<file path="config.mk">
export PLATFORM = sky130hd
export DESIGN_NAME = vector_dot_engine_flat
export DESIGN_NICKNAME = d
export VERILOG_FILES = /design/src/rtl/vector_dot_engine_if.sv /design/src/rtl/vector_dot_engine.sv /design/src/flat_wrapper.sv
export SDC_FILE = /design/constraint.sdc
export NUM_CORES = 2
export LEC_CHECK = 0
export CORE_ASPECT_RATIO = 2
export CORE_MARGIN = 2
export CORE_UTILIZATION = 40
export DETAILED_ROUTE_END_ITERATION = 7
export PLACE_DENSITY_LB_ADDON = 0.1
export SYNTH_ARGS = -nofsm -noshare
export SYNTH_HDL_FRONTEND = slang
export SYNTH_SLANG_ARGS = --single-unit
</file>
<file path="constraint.sdc">
create_clock -name clk -period 3.9 [get_ports clk]
set_input_delay 0.78 -clock clk [delete_from_list [all_inputs] [get_ports clk]]
set_output_delay 0.78 -clock clk [all_outputs]
set_load 0.02 [all_outputs]
</file>
<file path="src/rtl/vector_dot_engine_if.sv">
// vector_dot_engine_if
//   Groups the dot-product engine's run-control, RAM read-port and result
//   handshake signals.
//   slave  : the engine's view (drives addresses, busy and the result).
//   master : the surrounding logic's view (drives start/length, RAM data and
//            result_ready).
//   Ports carried:
//     start, length          run request and element count
//     a_addr, b_addr         read addresses to RAM A / RAM B
//     a_data, b_data         RAM data_out, one cycle after the address
//     busy                   engine is not idle
//     result, result_valid   signed dot product and its valid flag
//     result_ready           downstream accepts the result
interface vector_dot_engine_if #(
    parameter int ADDR_WIDTH = 4,
    parameter int DATA_WIDTH = 24,
    parameter int ACC_WIDTH  = 2*DATA_WIDTH+ADDR_WIDTH
);
    logic                  start;
    logic [ADDR_WIDTH:0]   length;
    logic [ADDR_WIDTH-1:0] a_addr;
    logic [ADDR_WIDTH-1:0] b_addr;
    logic [DATA_WIDTH-1:0] a_data;
    logic [DATA_WIDTH-1:0] b_data;
    logic                  busy;
    logic [ACC_WIDTH-1:0]  result;
    logic                  result_valid;
    logic                  result_ready;

    modport master (
        output start, length, a_data, b_data, result_ready,
        input  a_addr, b_addr, busy, result, result_valid
    );

    modport slave (
        input  start, length, a_data, b_data, result_ready,
        output a_addr, b_addr, busy, result, result_valid
    );
endinterface

</file>
<file path="src/rtl/vector_dot_engine.sv">
// vector_dot_engine
//   Walks two block RAMs in lockstep, multiplies paired elements and
//   accumulates a signed dot product, then offers it downstream over a
//   valid/ready handshake.
//   Ports:
//     clk    rising-edge clock
//     reset  asynchronous, active-low
//     bus    vector_dot_engine_if.slave (start/length, RAM addr/data,
//            busy, result/result_valid/result_ready)
//
//   state  | meaning
//   IDLE   | waiting for start; addresses held at 0
//   FETCH  | presenting addresses 0..L-1, one per cycle
//   DRAIN  | letting the read/multiply/accumulate pipeline empty
//   DONE   | result valid, waiting for result_ready
module vector_dot_engine #(
    parameter int ADDR_WIDTH = 4,
    parameter int DATA_WIDTH = 24,
    parameter int ACC_WIDTH  = 2*DATA_WIDTH+ADDR_WIDTH
) (
    input logic               clk,
    input logic               reset,
    vector_dot_engine_if.slave bus
);

    typedef enum logic [1:0] {S_IDLE, S_FETCH, S_DRAIN, S_DONE} state_t;

    localparam logic [ADDR_WIDTH:0] DEPTH = (ADDR_WIDTH+1)'(2**ADDR_WIDTH);

    state_t                         state_q, state_d;
    logic   [ADDR_WIDTH:0]          len_q;
    logic   [ADDR_WIDTH:0]          len_clamped;
    logic   [ADDR_WIDTH-1:0]        idx_q;
    logic   [1:0]                   drain_q;
    logic                           data_v_q;
    logic                           prod_v_q;
    logic signed [2*DATA_WIDTH-1:0] prod_q;
    logic signed [ACC_WIDTH-1:0]    acc_q;
    logic                           start_acc;
    logic                           last_fetch;

    assign len_clamped = (bus.length > DEPTH) ? DEPTH : bus.length;
    assign start_acc   = (state_q == S_IDLE) && bus.start;
    assign last_fetch  = ({1'b0, idx_q} == (len_q - (ADDR_WIDTH+1)'(1)));

    always_ff @(posedge clk or negedge reset) begin
        if (!reset) begin
            state_q <= S_IDLE;
        end else begin
            state_q <= state_d;
        end
    end

    // A zero-length run still passes through DRAIN (with an empty drain
    // count) so the result appears one cycle after the start edge.
    always_comb begin
        state_d = state_q;
        case (state_q)
            S_IDLE:  if (bus.start) state_d = (len_clamped == '0) ? S_DRAIN : S_FETCH;
            S_FETCH: if (last_fetch) state_d = S_DRAIN;
            S_DRAIN: if (drain_q == 2'd0) state_d = S_DONE;
            S_DONE:  if (bus.result_ready) state_d = S_IDLE;
            default: state_d = S_IDLE;
        endcase
    end

    always_comb begin
        bus.busy         = (state_q != S_IDLE);
        bus.result_valid = (state_q == S_DONE);
        bus.a_addr       = '0;
        bus.b_addr       = '0;
        if (state_q == S_FETCH) begin
            bus.a_addr = idx_q;
            bus.b_addr = idx_q;
        end
        bus.result = acc_q;
    end

    // Pipeline: address in cycle k -> RAM data valid in k+1 (data_v_q) ->
    // product registered at end of k+1 (prod_v_q) -> accumulated at end of k+2.
    // The drain count of 2 covers those two stages plus the cycle into DONE.
    always_ff @(posedge clk or negedge reset) begin
        if (!reset) begin
            len_q    <= '0;
            idx_q    <= '0;
            drain_q  <= '0;
            data_v_q <= 1'b0;
            prod_v_q <= 1'b0;
            prod_q   <= '0;
            acc_q    <= '0;
        end else begin
            data_v_q <= (state_q == S_FETCH);
            prod_v_q <= data_v_q;
            prod_q   <= (2*DATA_WIDTH)'($signed(bus.a_data)) *
                        (2*DATA_WIDTH)'($signed(bus.b_data));

            if (start_acc) begin
                acc_q <= '0;
            end else if (prod_v_q) begin
                acc_q <= acc_q + ACC_WIDTH'(prod_q);
            end

            if (start_acc) begin
                len_q <= len_clamped;
                idx_q <= '0;
            end else if (state_q == S_FETCH) begin
                idx_q <= last_fetch ? '0 : idx_q + ADDR_WIDTH'(1);
            end

            if (start_acc) begin
                drain_q <= 2'd0;
            end else if ((state_q == S_FETCH) && last_fetch) begin
                drain_q <= 2'd2;
            end else if ((state_q == S_DRAIN) && (drain_q != 2'd0)) begin
                drain_q <= drain_q - 2'd1;
            end
        end
    end

endmodule

</file>
<file path="src/flat_wrapper.sv">
// flat-port wrapper written by rule: the top's interface ports become plain ports
module vector_dot_engine_flat 
#(
    parameter int ADDR_WIDTH = 4,
    parameter int DATA_WIDTH = 24,
    parameter int ACC_WIDTH  = 2*DATA_WIDTH+ADDR_WIDTH
)
  (clk, reset, bus_start, bus_length, bus_a_data, bus_b_data, bus_result_ready, bus_a_addr, bus_b_addr, bus_busy, bus_result, bus_result_valid);
  vector_dot_engine_if #(.ADDR_WIDTH(ADDR_WIDTH), .DATA_WIDTH(DATA_WIDTH), .ACC_WIDTH(ACC_WIDTH)) bus_i ();
  input logic clk;
  input logic reset;
  input wire logic [$bits(bus_i.start)-1:0] bus_start;
  input wire logic [$bits(bus_i.length)-1:0] bus_length;
  input wire logic [$bits(bus_i.a_data)-1:0] bus_a_data;
  input wire logic [$bits(bus_i.b_data)-1:0] bus_b_data;
  input wire logic [$bits(bus_i.result_ready)-1:0] bus_result_ready;
  output wire logic [$bits(bus_i.a_addr)-1:0] bus_a_addr;
  output wire logic [$bits(bus_i.b_addr)-1:0] bus_b_addr;
  output wire logic [$bits(bus_i.busy)-1:0] bus_busy;
  output wire logic [$bits(bus_i.result)-1:0] bus_result;
  output wire logic [$bits(bus_i.result_valid)-1:0] bus_result_valid;
  assign bus_i.start = bus_start;
  assign bus_i.length = bus_length;
  assign bus_i.a_data = bus_a_data;
  assign bus_i.b_data = bus_b_data;
  assign bus_i.result_ready = bus_result_ready;
  assign bus_a_addr = bus_i.a_addr;
  assign bus_b_addr = bus_i.b_addr;
  assign bus_busy = bus_i.busy;
  assign bus_result = bus_i.result;
  assign bus_result_valid = bus_i.result_valid;
  vector_dot_engine #(.ADDR_WIDTH(ADDR_WIDTH), .DATA_WIDTH(DATA_WIDTH), .ACC_WIDTH(ACC_WIDTH)) u_core (.clk(clk), .reset(reset), .bus(bus_i));
endmodule
</file>
[After elaboration in Yosys (flattened, before gate mapping)]
Index checks and enable logic that the tools add are counted.
Word-level totals
  RAM bits: 0
  memories: 0
  output and inout bits: 62
  latch bits: 0
  register bits: 115
  input port bits: 57
  ROM bits: 0
Cells by class
  mux-type cells: 16
  divide/modulo/power cells: 0
  equality and inequality tests: 8
  $lt $le $gt $ge: 1
  $add $sub $neg: 4
  shift-type cells: 0
  bitwise gates (word level): 0
  $mul: 1
  reduce and logical (&&, ||, !) cells: 12
Operators by type and width (count)
  $mux 52: 2
  $add 52x48->52: 1
  $mul 24x24->48: 1
  $mux 2: 8
  $mux 4: 4
  $pmux 2 s4: 1
  $reduce_bool 2->1: 4
  $eq 4x5->1: 1
  $gt 5x5->1 const B: 1
  $logic_not 5->1: 1
  $mux 5: 1
  $sub 5x1->5 const B: 1
  $add 4x1->4 const B: 1
  $eq 2x2->1 const B: 2
  $logic_not 2->1: 2
  $ne 2x1->1 const B: 2
  $ne 2x2->1 const B: 2
  $reduce_and 4->1: 1
  $logic_and 1x1->1: 3
  $reduce_bool 3->1: 1
  $eq 2x1->1 const B: 1
  $sub 2x1->2 const B: 1

[Longest topological paths before layout]
  depth in word-level cells: 6
  mapped depth: 28
  gate-level depth less buffers: 27

[Worst setup path before layout]
No wires, ideal clock.
  path kind: input port to flip-flop
  from: in bus_a_data[23]
  to: reg u_core.prod_q[47]
  data required time: 3775 ps
  data arrival time: 7308 ps
  stages on the path: 25
  setup time: 125 ps
  path slack: -3533 ps
  buffers on the path: 1
  cell sequence: clkbuf_1 -> nand2_1 -> inv_1 -> fa_1 -> fa_1 -> inv_1 -> fa_1 -> inv_1 -> fa_1 -> fa_1 -> fa_1 -> inv_1 -> fa_1 -> inv_1 -> ha_1 -> o211ai_1 -> or3_1 -> nor2_1 -> o21ai_1 -> a211oi_1 -> o21ai_1 -> o31ai_1 -> a211o_1 -> a31oi_1 -> xnor2_1
Between the ends
  longest elaborated chain between the ends: 1
Ends and longest elaborated chain
  start, declared: RTL line flat_wrapper.sv:14  | input wire logic [$bits(bus_i.a_data)-1:0] bus_a_data;
  $mul 24x24->48: RTL line vector_dot_engine.sv:94  | prod_q <= (2*DATA_WIDTH)'($signed(bus.a_data)) *
  end signal, assigned: RTL line vector_dot_engine.sv:94
  end, declared: RTL line vector_dot_engine.sv:37  | logic signed [2*DATA_WIDTH-1:0] prod_q;
No other way between the ends.
A chain may end at the register's enable or synchronous reset.

[Final worst setup path]
  from: in bus_b_data[22]
  to: reg u_core.prod_q[47]
Between the ends
  longest elaborated chain between the ends: 1
Ends and longest elaborated chain
  start, declared: RTL line flat_wrapper.sv:15  | input wire logic [$bits(bus_i.b_data)-1:0] bus_b_data;
  $mul 24x24->48: RTL line vector_dot_engine.sv:94
No other way between the ends.

==> impl_metrics.json <==
{
  "synthMuxAreaShare_pct": 1.083,
  "holdPathStages": 0,
  "gp_congestion": 0.9261,
  "route.detailed.drc": 0,
  "synth_compound_area_share_pct": 7.508,
  "syn-num-nets": 3815,
  "layout_min_cycle_time_ps": 7116,
  "root_buffer": "clkbuf_16",
  "cts_buffer_depth": 2,
  "grt_pass1_wl_um": 138000,
  "ys_seq_elements": 115,
  "core_region_area_um2": 68750,
  "max_freq_ghz": 0.1405,
  "worst-setup-path-type": "input pin to flop",
  "worstSetupStartpointType": "input pin",
  "final_cells": 4305,
  "hold_violations": 0,
  "start_util_pct": 40.34,
  "final-setup-viol-count": 42,
  "wirelength_um": 91150,
  "synth_xor_area_share_pct": 3.127,
  "clock_sinks": 115,
  "synthCells": 2957,
  "synthSimpleGateAreaFrac_pct": 15.16,
  "htree_levels": 4,
  "worst_slack_ps": -3216,
  "dp_cells": 4151,
  "synthAdderAreaFrac_pct": 52.60,
  "nets": 4252,
  "yosys.cell_types.count": 68,
  "dp_hpwl_um": 74930,
  "slew_violations": 0,
  "antenna_left": 0,
  "rsz0062_at_grt": "true",
  "rows": 136,
  "drtIter0Drc": 852,
  "die_h_um": 376.4,
  "violations": "negative setup slack",
  "vias": 22040,
  "max_slew_margin_pct": 54.79,
  "fp.dieW_um": 190.2,
  "drive_above_1_share_pct": 21.60,
  "areaGrowthSynthToFinish_pct": 28.84,
  "synth_top_family_by_area": "adder cells",
  "status": "complete, but fails checks",
  "wl_per_cell_um": 21.17,
  "hold_ws_ps": 351.9,
  "insertion_delay_ps": 420,
  "syn_area_per_cell_um2": 9.378,
  "fin_crit_sh_pct": 182.5,
  "r2r.worst_path.cells": 14,
  "antenna_found_initial": 5,
  "pin_count": 119,
  "drt_first_pass_iters": 7,
  "cp.arrival_ps": 7450,
  "clock_skew_ps": 12.23,
  "synth_edf_count": 0,
  "ys.flop_type": "dfrtp_1",
  "hp-class": "flop to flop",
  "required_ps": 4240,
  "grt_overflow": 0,
  "routed_via_density": 5.120,
  "final.fill_count": 6479,
  "grt_max_degree": 67,
  "seq_area_frac_synth_pct": 10.38,
  "dieArea_um2": 71580,
  "max_cap_violations": 0,
  "async_flop_share_pct": 100.0,
  "grt_usage_pct": 25.99,
  "setup_tns_ps": -101120,
  "syn_area_um2": 27730,
  "portBuffers": 118,
  "worst_pin_slew_ps": 678.1,
  "cts_tree": "yes",
  "cts_made_buffers": 17,
  "grt_pass1_vias": 24900,
  "clk_pin_slew_ps": 60,
  "yosysWarnings": 0,
  "crit_fanout": 6,
  "worstSetupEndpointType": "flop"
}
## placed cells by master, fill, tap and decap left out, types with 27 or more instances in the layout
| cell type | count |
|---|---|
| and2_4 | 29 |
| fa_2 | 51 |
| buf_4 | 298 |
| buf_12 | 44 |
| a21o_1 | 44 |
| buf_6 | 68 |
| and2_1 | 252 |
| a21oi_1 | 79 |
| ha_4 | 27 |
| o21ai_0 | 47 |
| clkdlybuf4s50_1 | 69 |
| nor2_1 | 107 |
| ha_1 | 164 |
| xnor2_1 | 66 |
| fa_1 | 557 |
| inv_2 | 31 |
| inv_1 | 582 |
| mux2i_1 | 30 |
| dfrtp_1 | 114 |
| nand2_1 | 329 |
## area by class of cell
| class | instances | area [um2] | share of cell area (%) |
|---|---|---|---|
| antenna | 1 | 2.502 | 0.007004 |
| multi-input combinational | 2101 | 23260 | 65.09 |
| tap | 897 | 1122 | 3.141 |
| clock buffer | 19 | 452.9 | 1.268 |
| clock inverter | 13 | 148.9 | 0.4167 |
| timing repair buffer | 542 | 5540 | 15.51 |
| sequential | 115 | 2879 | 8.058 |
| inverter | 617 | 2327 | 6.513 |
## cell usage after synthesis, drive strengths merged, types with 2 or more instances
library cell,count,area [um2]
o211a,3,30.03
a22oi,2,15.01
nor4,3,18.77
o21bai,9,71.32
a211o,3,26.28
a31oi,16,130.1
o31ai,8,73.82
o21ai,76,384.1
a41oi,2,36.29
fa,608,12170
a221o,2,21.27
mux2i,30,300.3
nand3b,8,60.06
nand4,12,75.07
dfrtp,115,2878
o211ai,7,52.55
nand2,341,1280
a2111oi,4,35.03
buf,12,76.32
nand4b,2,17.52
nor2b,10,62.56
inv,616,2312
and2,282,1764
a221oi,6,52.55
a21oi,96,484.2
nand2b,24,150.1
a31o,2,17.52
nand3,25,125.1
a211oi,14,105.1
a21o,44,330.3
o21a,10,75.07
or2,2,12.51
xnor2,75,656.9
o31a,2,17.52
nor3,17,90.09
or3,2,12.51
nor3b,5,37.54
and3,6,37.54
nor2,113,424.2
o2111ai,2,23.77
xor2,24,210.2
ha,193,2415
clkbuf,112,420.4
## per-layer routing
layer	up-vias	GRT usage (%)	part of all wire [%]
met2	554	52.25	59
met3	272	2.412	2.8
met5	-	0	0.024
li1	9817	-	-
met1	11390	23.36	30
met4	4	18.98	8.8
## stage by stage
step / util (%) / area, um2 / setup slack (ps)
detailed placement: 47.56 / 32700 / -4229
global placement: 47.56 / 32700 / -4063
global route: 51.97 / 35730 / -3467
CTS: 50.99 / 35060 / -3285
floorplan: - / 28400 / -2891
finish: 51.97 / 35730 / -3216
## critical path: stages
cell	delay (ps)
dlygate4sd2_1	240
buf_6	130
and2_4	160
fa_2	500
fa_1	590
fa_1	460
fa_2	630
fa_1	470
fa_1	550
inv_2	40
fa_1	510
inv_2	50
ha_4	210
a21o_1	160
a211oi_2	260
o211ai_1	170
a221oi_2	300
o21a_1	240
a211oi_4	100
o21ai_4	220
o31ai_4	80
a211o_1	240
a31oi_1	200
xnor2_1	150
## path summary, 6_finish.rpt
kind | start | to | slack (ps)
min in group asynchronous | reset | u_core.idx_q[1] | 380
min | u_core.data_v_q | u_core.prod_v_q | 350
max in group asynchronous | reset | u_core.bus.result[24] | 2710
min reg2reg | u_core.data_v_q | u_core.prod_v_q | 350
max | bus_b_data[22] | u_core.prod_q[47] | -3220
max reg2reg | u_core.bus.result[0] | u_core.bus.result[44] | 400
## registers in the layout, summed over array words and instances (netlist names)
name / count
u_core.bus.result: 52
u_core.len_q: 5
u_core.data_v_q: 1
u_core.prod_q: 48
u_core.prod_v_q: 1
u_core.idx_q: 4
u_core.state_q: 2
u_core.drain_q: 2
## kinds of logic after synthesis
| kind of cell | after synthesis |
|---|---|
| AND/OR/NAND/NOR | 856 |
| multiplexers | 30 |
| flip-flops | 115 |
| adder cells (fa/ha/maj) | 801 |
| buffers and inverters | 741 |
| AO/OA/AOI/OAI | 315 |
| XOR/XNOR | 99 |
## what timing repair did
action / CTS / global route
pin swaps: 138 / 121
resized for setup: 344 / 129
hold buffers: 0 / 0
endpoints found under the setup margin: 43 / 42
cloned: 17 / 3
setup buffers: 84 / 32
Power is left out: the tool's default activity adds up to more than one toggle a clock period on the data nets, which glitch-free logic cannot reach.
